$ cat config.mk
export PLATFORM = sky130hd
export DESIGN_NAME = pri_select_mux
export DESIGN_NICKNAME = d
export VERILOG_FILES = /design/src/rtl/pri_select_pkg.sv /design/src/rtl/pri_select_arb.sv /design/src/rtl/pri_select_mux.sv
export SDC_FILE = /design/constraint.sdc
export NUM_CORES = 1
export LEC_CHECK = 0
export BUFFER_PORTS_ARGS = -buffer_cell sky130_fd_sc_hd__buf_2
export CAP_MARGIN = 0
export CORE_MARGIN = 1.5
export CORE_UTILIZATION = 41
export DETAILED_ROUTE_END_ITERATION = 10
export PLACE_DENSITY = 0.95
export SLEW_MARGIN = 20
export SYNTH_ARGS = -nofsm -noshare
export SYNTH_HDL_FRONTEND = slang
export SYNTH_SLANG_ARGS = --single-unit
$ cat constraint.sdc
create_clock -name clk -period 4.2 [get_ports clk]
set_input_delay 0.84 -clock clk [delete_from_list [all_inputs] [get_ports clk]]
set_output_delay 0.84 -clock clk [all_outputs]
set_load 0.005 [all_outputs]
$ cat src/rtl/pri_select_pkg.sv
// Shared definitions for the priority select mux family: index width helper,
// arbitration mode tag and the channel count limit.
package pri_select_pkg;

    localparam int PRI_SELECT_MAX_N = 32;

    typedef enum logic {
        ARB_FIXED = 1'b0,
        ARB_RR    = 1'b1
    } arb_mode_e;

    function automatic int idx_width(input int n);
        return (n <= 2) ? 1 : $clog2(n);
    endfunction

endpackage

$ cat src/rtl/pri_select_arb.sv
// Combinational find-first-set over a request vector, searching upward from
// a start index and wrapping modulo N.
module pri_select_arb
    import pri_select_pkg::*;
#(
    parameter int N  = 8,
    parameter int IW = idx_width(N)
) (
    input  logic [N-1:0]  req,
    input  logic [IW-1:0] start,
    output logic [N-1:0]  onehot,
    output logic [IW-1:0] idx,
    output logic          any
);

    localparam logic [N-1:0] ONE = {{(N-1){1'b0}}, 1'b1};

    logic [N-1:0] rotated;
    logic         probe;
    logic [IW:0]  offset;
    logic [IW:0]  pos;

    // Rotate so the start channel sits at bit 0; scanning downward leaves the
    // lowest set offset, i.e. the first requester at or after start.
    always_comb begin
        rotated = N'({req, req} >> start);
        probe   = 1'b0;
        any     = 1'b0;
        offset  = '0;
        for (int i = N - 1; i >= 0; i--) begin
            probe = 1'(rotated >> i);
            if (probe) begin
                any    = 1'b1;
                offset = (IW+1)'(i);
            end
        end
        pos = {1'b0, start} + offset;
        if (pos >= (IW+1)'(N)) begin
            pos = pos - (IW+1)'(N);
        end
        idx    = pos[IW-1:0];
        onehot = any ? (ONE << pos) : '0;
    end

endmodule

$ cat src/rtl/pri_select_mux.sv
// Registered priority select mux with valid/ready output and one-hot grant.
// Define PRI_SELECT_MUX_RR_EN for round-robin arbitration; default is fixed priority.
module pri_select_mux
    import pri_select_pkg::*;
#(
    parameter  int N  = 8,
    parameter  int W  = 11,
    localparam int IW = idx_width(N)
) (
    input  logic           clk,
    input  logic           reset_n,
    input  logic [N-1:0]   req,
    input  logic [N*W-1:0] data_in,
    output logic [N-1:0]   gnt,
    output logic           out_valid,
    input  logic           out_ready,
    output logic [W-1:0]   out_data,
    output logic [IW-1:0]  out_sel
);

    logic          load;
    logic [IW-1:0] arbStart;
    logic [N-1:0]  arbOnehot;
    logic [IW-1:0] arbIdx;
    logic          arbAny;

    logic          outValid_q, outValid_d;
    logic [W-1:0]  outData_q, outData_d;
    logic [IW-1:0] outSel_q, outSel_d;

    pri_select_arb #(
        .N  (N),
        .IW (IW)
    ) u_arb (
        .req    (req),
        .start  (arbStart),
        .onehot (arbOnehot),
        .idx    (arbIdx),
        .any    (arbAny)
    );

    assign load = !outValid_q || out_ready;

    // Grant is masked while in reset: out_valid is already low then, so load
    // alone would let requests through.
    assign gnt = (load && arbAny && reset_n) ? arbOnehot : '0;

    always_comb begin
        outValid_d = outValid_q;
        outData_d  = outData_q;
        outSel_d   = outSel_q;
        if (load) begin
            outValid_d = arbAny;
            if (arbAny) begin
                outData_d = W'(data_in >> (arbIdx * W));
                outSel_d  = arbIdx;
            end
        end
    end

    always_ff @(posedge clk or negedge reset_n) begin
        if (!reset_n) begin
            outValid_q <= 1'b0;
            outData_q  <= '0;
            outSel_q   <= '0;
        end else begin
            outValid_q <= outValid_d;
            outData_q  <= outData_d;
            outSel_q   <= outSel_d;
        end
    end

`ifdef PRI_SELECT_MUX_RR_EN
    logic [IW-1:0] ptr_q, ptr_d;

    // Pointer moves one past the winner on every grant, wrapping N-1 to 0.
    always_comb begin
        ptr_d = ptr_q;
        if (load && arbAny) begin
            ptr_d = (arbIdx == IW'(N - 1)) ? '0 : arbIdx + 1'b1;
        end
    end

    always_ff @(posedge clk or negedge reset_n) begin
        if (!reset_n) begin
            ptr_q <= '0;
        end else begin
            ptr_q <= ptr_d;
        end
    end

    assign arbStart = ptr_q;
`else
    assign arbStart = '0;
`endif

    assign out_valid = outValid_q;
    assign out_data  = outData_q;
    assign out_sel   = outSel_q;

endmodule

==> results of run 1 <==
[metrics by stage]
stage	setup slack, ns	instances	instance area (µm²)	hold slack (ns)
detailed placement	0.808	313	2000	0.462
finish	0.793	317	2030	0.484
global placement	0.857	313	2000	0.460
global route	0.732	317	2030	0.489
floorplan	1.13	156	1400	0.471
CTS	0.802	317	2030	0.486
[worst max-delay path, delay by kind of cell]
| kind | cells | cell delay, ns |
|---|---|---|
| and+or+nand+nor | 3 | 1.17 |
| buffers and inverters | 3 | 0.54 |
[synthesized netlist by cell type, types with 2 or more instances]
cell type	number	area [µm²]
a22oi_1	22	165
dfrtp_1	15	375
mux2i_1	11	110
o21ai_1	10	50.1
a211oi_1	9	67.6
a32o_1	9	90.1
o22ai_1	9	56.3
clkbuf_1	8	30.0
nor2_1	8	30.0
nand2_1	7	26.3
buf_6	4	45.0
and3_1	3	18.8
nor2b_1	3	18.8
a21oi_1	2	10.0
a221o_1	2	20.0
a22o_1	2	17.5
and2_1	2	12.5
nand2b_1	2	12.5
nor3_1	2	10.0
nor3_4	2	32.5
o21ai_0	2	10.0
o22a_1	2	17.5
o31ai_1	2	15.0
or3_1	2	12.5
[per-layer routing]
layer,GRT usage [%],vias to the layer above,part of all wire [%]
li1,-,869,-
met1,34.2,851,37
met2,53.8,115,54
met3,4.83,2,9.1
met4,6.99,0,0.62
met5,0,-,0
[cell usage in the layout (no fill, tap or decap), types with 2 or more instances in the layout]
cell type  Yosys  routed
o21ai_0        2       2
or3_1          2       2
a22oi_1       22      22
buf_2          1     121
and2_1         2       2
o31ai_1        2       2
and3_1         3       3
a22o_1         2       2
nor3_4         2       2
o22ai_1        9       9
nor2_1         8       8
mux2i_1       11      11
buf_4          0       4
a211oi_1       9       9
a32o_1         9       9
a221o_1        2       2
o22a_1         2       2
dfrtp_1       15      15
nand2_1        7       7
nor2b_1        3       3
o21ai_1       10      10
nand2b_1       2       2
clkbuf_4       1       3
a21oi_1        2       2
nor3_1         2       2
[power by group]
part           leakage, µW  internal, µW  switching [µW]  total [µW]
Sequential        0.000181           160            9.27         170
Combinational     0.000785          85.8            83.4         169
Clock            0.0000177          35.4            54.3        89.6
[layout make-up]
| class | count | area [µm²] |
|---|---|---|
| Tap cell | 46 | 57.6 |
| Inverter | 1 | 3.75 |
| Fill cell | 343 | 1280 |
| Clock inverter | 1 | 5.00 |
| Clock buffer | 3 | 22.5 |
| Sequential cell | 15 | 375 |
| Multi-Input combinational cell | 126 | 932 |
| Timing Repair Buffer | 125 | 636 |
[sequential cells by signal (all words and copies together) (netlist names)]
| signal | cells |
|---|---|
| out_sel | 3 |
| out_data | 11 |
| out_valid | 1 |
[worst paths after layout]
path / startpoint / endpoint / slack [ns] / cells after the start
hold / removal: reset_n / out_valid / 0.48 / 1
hold reg to reg: out_sel[0] / out_sel[0] / 0.49 / 2
min in group clk: out_sel[0] / out_sel[0] / 0.49 / 2
setup reg to reg: out_valid / out_data[9] / 2.34 / 5
setup / recovery: req[2] / gnt[4] / 0.79 / 6
max in group asynchronous: reset_n / out_data[7] / 3.40 / 1
[cell families (layout without fill, tap and decap cells)]
| kind of cell | Yosys count | in the layout | share of synthesized area [%] |
|---|---|---|---|
| AOI/OAI and AO/OA | 76 | 76 | 40.9 |
| and+or+nand+nor | 39 | 39 | 17.9 |
| DFF | 15 | 15 | 26.8 |
| buffers and inverters | 15 | 130 | 6.53 |
| muxes | 11 | 11 | 7.87 |
==> results.toml, run 1 <==
[outcome]
status = "finished clean"

[clocking]
cts_root_buf = "clkbuf_4"
cts_sinks = 15
clock_latency_ns = 0.29
cts_resized = 0
numCtsBuffers = 3
cts_buffer_depth = 2
path_clk_slew_ns = 0.11
cts_hold_buf = 0
cts_tree = "done"
post_cts_buffers = 0
cts.htree.levels = 1

[setup_path]
path_cells = "buf_2, or4_4, nor3_4, buf_4, and3_1, buf_2"
worstSetupStartpointType = "input port"
path_common_cell = "buf_2"
crit_path_max_incr_delay_ns = 0.65
worstPathRequired_ns = 3.36
cp_slowest_cell = "or4_4"
crit_arrival_ns = 2.57
cp_max_fo = 17
path_class = "input port to primary output"
cp-end-kind = "primary output"

[synthesis]
synth_edf_count = 0
ys_seq_elements = 15
synth.distinct_cells = 40
synth.avg_cell_area_um2 = 8.97
syn_area_um2 = 1400
syn_inst = 156
seq_area_frac_synth_pct = 26.8
synth_top_flop_cell = "dfrtp_1"
async_flop_share_pct = 100
syn_nets = 255
yosysWarnings = 0

[cells_and_area]
nets = 371
antenna_cells = 0
fin_util_pct = 61.4
syn2layout_area_growth_pct = 45.3
drive_gt1_share_pct = 50.6

[routing]
wl_per_cell_um = 16.8
via_per_inst = 5.79
drc_errors = 0
ant_nets = 0
vias = 1837
first_iter_violations = 121
wirelength_mm = 5.31
drt_first_pass_iters = 4

[power]
peakVddDrop_mv = 0.108
p_leak_uw = 0.000984
cellPowerDensity_nw_per_um2 = 211
finalPower_uw = 428

[grt]
antenna_found_initial = 0
grt_pass1_wl_mm = 7.95
overflow = 0
grt_pass1_vias = 1705
track_usage_pct = 28.8
grt_max_degree = 23

[floorplan]
core_um2 = 3310
die_y_um = 61.4
io-pin-count = 122
die-area_um2 = 3770
initial_core_util_pct = 42.3
row_count = 21
die_w_um = 61.4

[timing]
clock_skew_ns = 0.00259
finalCriticalPeriod_ns = 3.41
period_share_pct = 81.1
hold_viol = 0
rsz0062_at_grt = "no"
setup_viol = 0
tightest_slew_ns = 0.991
max_freq_mhz = 294
maxSlewViolCount = 0
max-slew-margin-rel_pct = 33.8
tns_ns = 0

[job]
maxCapViolCount = 0

[placement]
routabilityCongestion = 0.820
io_buffer_count = 121
dpl.hpwl_mm = 4.05

[worst_hold_path]
min_path_type = "input port to asynchronous set/reset pin"
Note: power is estimated with default switching activity, not from simulation.
==> run 2: changes to the inputs <==
--- a/config.mk
+++ b/config.mk
@@ -5,12 +5,13 @@
 export SDC_FILE = /design/constraint.sdc
 export NUM_CORES = 1
 export LEC_CHECK = 0
+export ABC_AREA = 1
 export BUFFER_PORTS_ARGS = -buffer_cell sky130_fd_sc_hd__buf_2
 export CAP_MARGIN = 0
 export CORE_MARGIN = 1.5
-export CORE_UTILIZATION = 41
+export CORE_UTILIZATION = 37
 export DETAILED_ROUTE_END_ITERATION = 10
-export PLACE_DENSITY = 0.95
+export PLACE_DENSITY = 0.87
 export SLEW_MARGIN = 20
 export SYNTH_ARGS = -nofsm -noshare
 export SYNTH_HDL_FRONTEND = slang
==> constraint.sdc (replaced) <==
create_clock -name clk -period 3.03 [get_ports clk]
set_input_delay 0.606 -clock clk [delete_from_list [all_inputs] [get_ports clk]]
set_output_delay 0.606 -clock clk [all_outputs]
set_load 0.005 [all_outputs]
==> results.toml, run 2 <==
[timing]
tightest_slew_ns = 0.832
clock_skew_ns = 0.00212
period_share_pct = 86.8
tns_ns = 0
max-slew-margin-rel_pct = 44.3
hold_viol = 0
finalCriticalPeriod_ns = 2.63
max_freq_mhz = 380
setup_viol = 0
maxSlewViolCount = 0
rsz0062_at_grt = "no"

[synthesis]
async_flop_share_pct = 100
synth_top_cells_by_area = "dfrtp_1 22%, nand3_1 20%, nand4_1 16%"
synth.avg_cell_area_um2 = 6.06
syn_nets = 380
synth.distinct_cells = 19
yosys.area.top_type_share_pct = 22.0
syn_area_um2 = 1700
synth_edf_count = 0
yosysWarnings = 0
synth_common_cells = "71 x nand2_1, 67 x nand3_1, 44 x nand4_1, 20 x inv_1, 15 x dfrtp_1"
synth_top_area_cell = "dfrtp_1"
ys_seq_elements = 15
seq_area_frac_synth_pct = 22.0
syn_inst = 281
synth_top_flop_cell = "dfrtp_1"
yosysMostFrequentCell = "nand2_1"

[grt]
use_met2_pct = 43.1
grt_use_met1_pct = 29.1
overflow = 0
busiest_layer = "met2"
track_usage_pct = 23.5
grt_max_degree = 46
grt_pass1_vias = 2074
grt_pass1_wl_mm = 9.52
antenna_found_initial = 0
grt_use_met3_pct = 3.85

[routing]
via_per_inst = 5.32
ant_nets = 0
vias = 2351
drt_first_pass_iters = 4
first_iter_violations = 156
wirelength_mm = 6.07
wl_per_cell_um = 13.7
drc_errors = 0

[clocking]
cts_root_buf = "clkbuf_8"
cts_resized = 0
cts.htree.levels = 1
path_clk_slew_ns = 0.06
cts_buffer_depth = 2
numCtsBuffers = 3
cts_sinks = 15
clock_latency_ns = 0.25
post_cts_buffers = 0
cts_tree = "done"
cts_hold_buf = 0

[power]
finalPower_uw = 701
peakVddDrop_mv = 0.157
p_leak_uw = 0.00134
cellPowerDensity_nw_per_um2 = 300

[setup_path]
ff2ff_setup_slack_ns = 1.55
worstReg2RegStart = "out_valid"
cp-end-kind = "primary output"
worstSetupStartpointType = "input port"
cp_max_fo = 12
crit_arrival_ns = 2.02
path_class = "input port to primary output"
crit_start = "req[0]"
worstPathRequired_ns = 2.42

[cells_and_area]
largest_reg_flops = 11
drive_gt1_share_pct = 37.2
final_common_cell = "buf_2"
mostFrequentLayoutCells = "121 x buf_2, 71 x nand2_1, 67 x nand3_1"
antenna_cells = 0
nets = 490
fin_area_um2 = 2340
syn2layout_area_growth_pct = 37.1

[floorplan]
io-pin-count = 122
die_w_um = 70.9
row_count = 24
die_y_um = 70.9
core_um2 = 4380
die-area_um2 = 5020
initial_core_util_pct = 38.9

[worst_hold_path]
min_path_type = "input port to asynchronous set/reset pin"

[placement]
dpl.hpwl_mm = 4.75
routabilityCongestion = 0.869
placed_area_um2 = 2290
io_buffer_count = 121

[job]
maxCapViolCount = 0

[outcome]
status = "finished clean"
==> run 2: cell count changes after synthesis, sizes merged, moves of 15 or more <==
cell	before	now
nand2	7	76
nand3	1	67
nand4	0	44
inv	1	26
a22oi	22	0
buf	5	20
==> run 2: final timing paths <==
path	endpoint	cells past startpoint
max in group asynchronous	out_data[7]	1
max	gnt[1]	8
max reg2reg	out_data[5]	5
min reg2reg	out_sel[1]	2
min in group clk	out_sel[1]	2
min	out_data[10]	1
==> run 2: routing by layer <==
| layer | routed length [µm] | up-vias |
|---|---|---|
| li1 | - | 1189 |
| met3 | 422 | 6 |
| met5 | 0 | - |
| met4 | 44 | 0 |
| met1 | 2440 | 1058 |
| met2 | 3170 | 98 |
==> run 2: kinds of logic (layout without fill, tap and decap cells) <==
group           count (synthesis)  after routing  share of synthesized area, %
flops                          15             15                          22.0
compound gates                  4              4                          1.84
buf+inv                        50            159                          14.2
simple gates                  212            212                          61.9
==> run 2: through the flow <==
step | setup WS (ns) | hold WS (ns) | util, % | cells
floorplan | 0.922 | 0.310 | - | 281
global placement | 0.507 | 0.461 | 52.2 | 438
detailed placement | 0.447 | 0.480 | 52.2 | 438
CTS | 0.430 | 0.282 | 53.3 | 442
global route | 0.276 | 0.292 | 53.3 | 442
finish | 0.400 | 0.274 | 53.3 | 442
==> run 2: final cells by class <==
| type | count | area, µm² |
|---|---|---|
| Tap cell | 52 | 65.1 |
| Fill cell | 463 | 2050 |
| Clock buffer | 3 | 41.3 |
| Inverter | 26 | 97.6 |
| Clock inverter | 1 | 5.00 |
| Sequential cell | 15 | 375 |
| Timing Repair Buffer | 129 | 666 |
| Multi-Input combinational cell | 216 | 1090 |
==> run 2: critical path: stages <==
cell,delay [ns]
buf_2,0.09
inv_2,0.04
nand2_2,0.10
nor3_1,0.07
nor2_1,0.63
nand2_1,0.22
nor2_1,0.15
buf_2,0.12
==> run 2: where the power goes <==
part	total [µW]	internal, µW	switching, µW
combinational	293	127	166
clock	163	91.1	71.9
sequential	246	229	16.6
==> run 3: changes to the inputs <==
--- a/config.mk
+++ b/config.mk
@@ -5,13 +5,13 @@
 export SDC_FILE = /design/constraint.sdc
 export NUM_CORES = 1
 export LEC_CHECK = 0
-export ABC_AREA = 1
 export BUFFER_PORTS_ARGS = -buffer_cell sky130_fd_sc_hd__buf_2
 export CAP_MARGIN = 0
 export CORE_MARGIN = 1.5
-export CORE_UTILIZATION = 37
+export CORE_UTILIZATION = 34
 export DETAILED_ROUTE_END_ITERATION = 10
-export PLACE_DENSITY = 0.87
+export PLACE_DENSITY = 0.86
+export SETUP_SLACK_MARGIN = 0.05
 export SLEW_MARGIN = 20
 export SYNTH_ARGS = -nofsm -noshare
 export SYNTH_HDL_FRONTEND = slang
==> results.toml, run 3 (same netlist as run 1, synthesis figures left out) <==
[grt]
antenna_found_initial = 0
grt_pass1_vias = 1722
grt_max_degree = 23
grt_pass1_wl_mm = 8.00
track_usage_pct = 23.6
overflow = 0

[routing]
first_iter_violations = 156
vias = 1845
wirelength_mm = 5.46
drt_first_pass_iters = 4
wl_per_cell_um = 16.7
via_per_inst = 5.63
ant_nets = 0
drc_errors = 0

[job]
maxCapViolCount = 0

[timing]
tns_ns = 0
clock_skew_ns = 0.00647
tightest_slew_ns = 0.603
max-slew-margin-rel_pct = 59.8
hold_viol = 0
setup_viol = 0
rsz0062_at_grt = "no"
maxSlewViolCount = 0
period_share_pct = 86.4
finalCriticalPeriod_ns = 2.62
max_freq_mhz = 382

[clocking]
cts_sinks = 15
cts_hold_buf = 0
cts_buffer_depth = 2
cts_root_buf = "clkbuf_8"
path_clk_slew_ns = 0.07
post_cts_buffers = 0
clock_latency_ns = 0.25
cts.htree.levels = 1
cts_resized = 0
cts_tree = "done"
numCtsBuffers = 3

[cells_and_area]
seq_area_um2 = 375
largest_reg_flops = 11
antenna_cells = 0
fin_util_pct = 53.1
num-fill-cells = 413
multi_input_area_um2 = 932
drive_gt1_share_pct = 51.4
final_common_cell = "buf_2"
syn2layout_area_growth_pct = 50.6
nets = 378
mostFrequentLayoutCells = "121 x buf_2, 22 x a22oi_1, 15 x dfrtp_1"

[setup_path]
path_common_cell = "buf_2"
cp_slowest_cell = "or4_4"
cp-end-kind = "primary output"
critPathTopFamily = "simple AND/OR/NAND/NOR gates"
cp_max_fo = 9
crit_arrival_ns = 2.01
worstSetupStartpointType = "input port"
path_class = "input port to primary output"
path_cells = "buf_2, or4_4, nor3_4, nand2_1, nor2_1, and2_1, buf_2"
crit_path_max_incr_delay_ns = 0.60
worstPathRequired_ns = 2.42
cp_num_buf_inv = 2

[power]
cellPowerDensity_nw_per_um2 = 305
peakVddDrop_mv = 0.163
p_leak_uw = 0.00102

[floorplan]
io-pin-count = 122
core_um2 = 3970
row_count = 23
die_w_um = 67.1
die_y_um = 67.1
initial_core_util_pct = 35.2
die-area_um2 = 4510

[outcome]
status = "finished clean"

[placement]
routabilityCongestion = 0.843
dpl.hpwl_mm = 4.14
io_buffer_count = 121

[worst_hold_path]
min_path_type = "input port to asynchronous set/reset pin"
## run 3: cell count changes in the layout (fill, tap and decap cells not counted), sizes merged, moves of 9 or more
cell / before / now
inv: 26 / 1
nand3b: 11 / 0
o22ai: 0 / 9
o21ai: 2 / 13
nand2: 76 / 7
a211oi: 0 / 9
a32o: 0 / 9
a22oi: 0 / 22
mux2i: 0 / 11
nand3: 67 / 1
nand4: 44 / 0
## run 3: path summary, 6_finish.rpt
| path | from | end | slack (ns) | cells after the start |
|---|---|---|---|---|
| max | req[1] | gnt[7] | 0.41 | 7 |
| min | reset_n | out_sel[2] | 0.30 | 1 |
| max reg2reg | out_valid | out_data[9] | 1.22 | 5 |
| min reg2reg | out_sel[0] | out_sel[0] | 0.48 | 2 |
| max in group asynchronous | reset_n | out_data[2] | 2.41 | 1 |
| min in group clk | out_sel[0] | out_sel[0] | 0.48 | 2 |
## run 3: metrics by stage
step / setup slack, ns / cells / cell area, µm² / hold WS, ns / total power, µW
2_1_floorplan: 0.430 / 156 / 1400 / 0.310 / 350
3_3_place_gp: 0.422 / 324 / 2060 / 0.468 / 474
3_5_place_dp: 0.354 / 324 / 2060 / 0.473 / 480
4_1_cts: 0.405 / 328 / 2110 / 0.309 / 644
5_1_grt: 0.306 / 328 / 2110 / 0.322 / 678
6_report: 0.411 / 328 / 2110 / 0.299 / 642
## run 3: power by group
part / internal, µW / switching, µW / total [µW]
sequential: 223 / 11.7 / 234
combinational: 123 / 119 / 242
clock: 93.0 / 72.6 / 166
## run 3: cell type report
class / instances / area share (%)
multi-input cells: 126 / 44.2
repair buffers: 132 / 32.7
flip-flops and latches: 15 / 17.8
well taps: 50 / 2.97
clock buffers: 4 / 2.14
inverters: 1 / 0.178
## run 3: worst reg2reg max path, delay by kind of cell, from the launching register on
kind            cells  cell delay (ns)
compound gates      1             0.36
buf+inv             1             0.17
flops               1             0.38
simple gates        3             0.80
## run 3: per-layer routing
layer / track usage (%) / share of wire (%) / vias up
met5: 0 / 0 / -
met4: 7.91 / 1.1 / 0
met3: 4.50 / 7.8 / 4
met2: 40.1 / 50 / 95
met1: 29.9 / 41 / 860
li1: - / - / 886
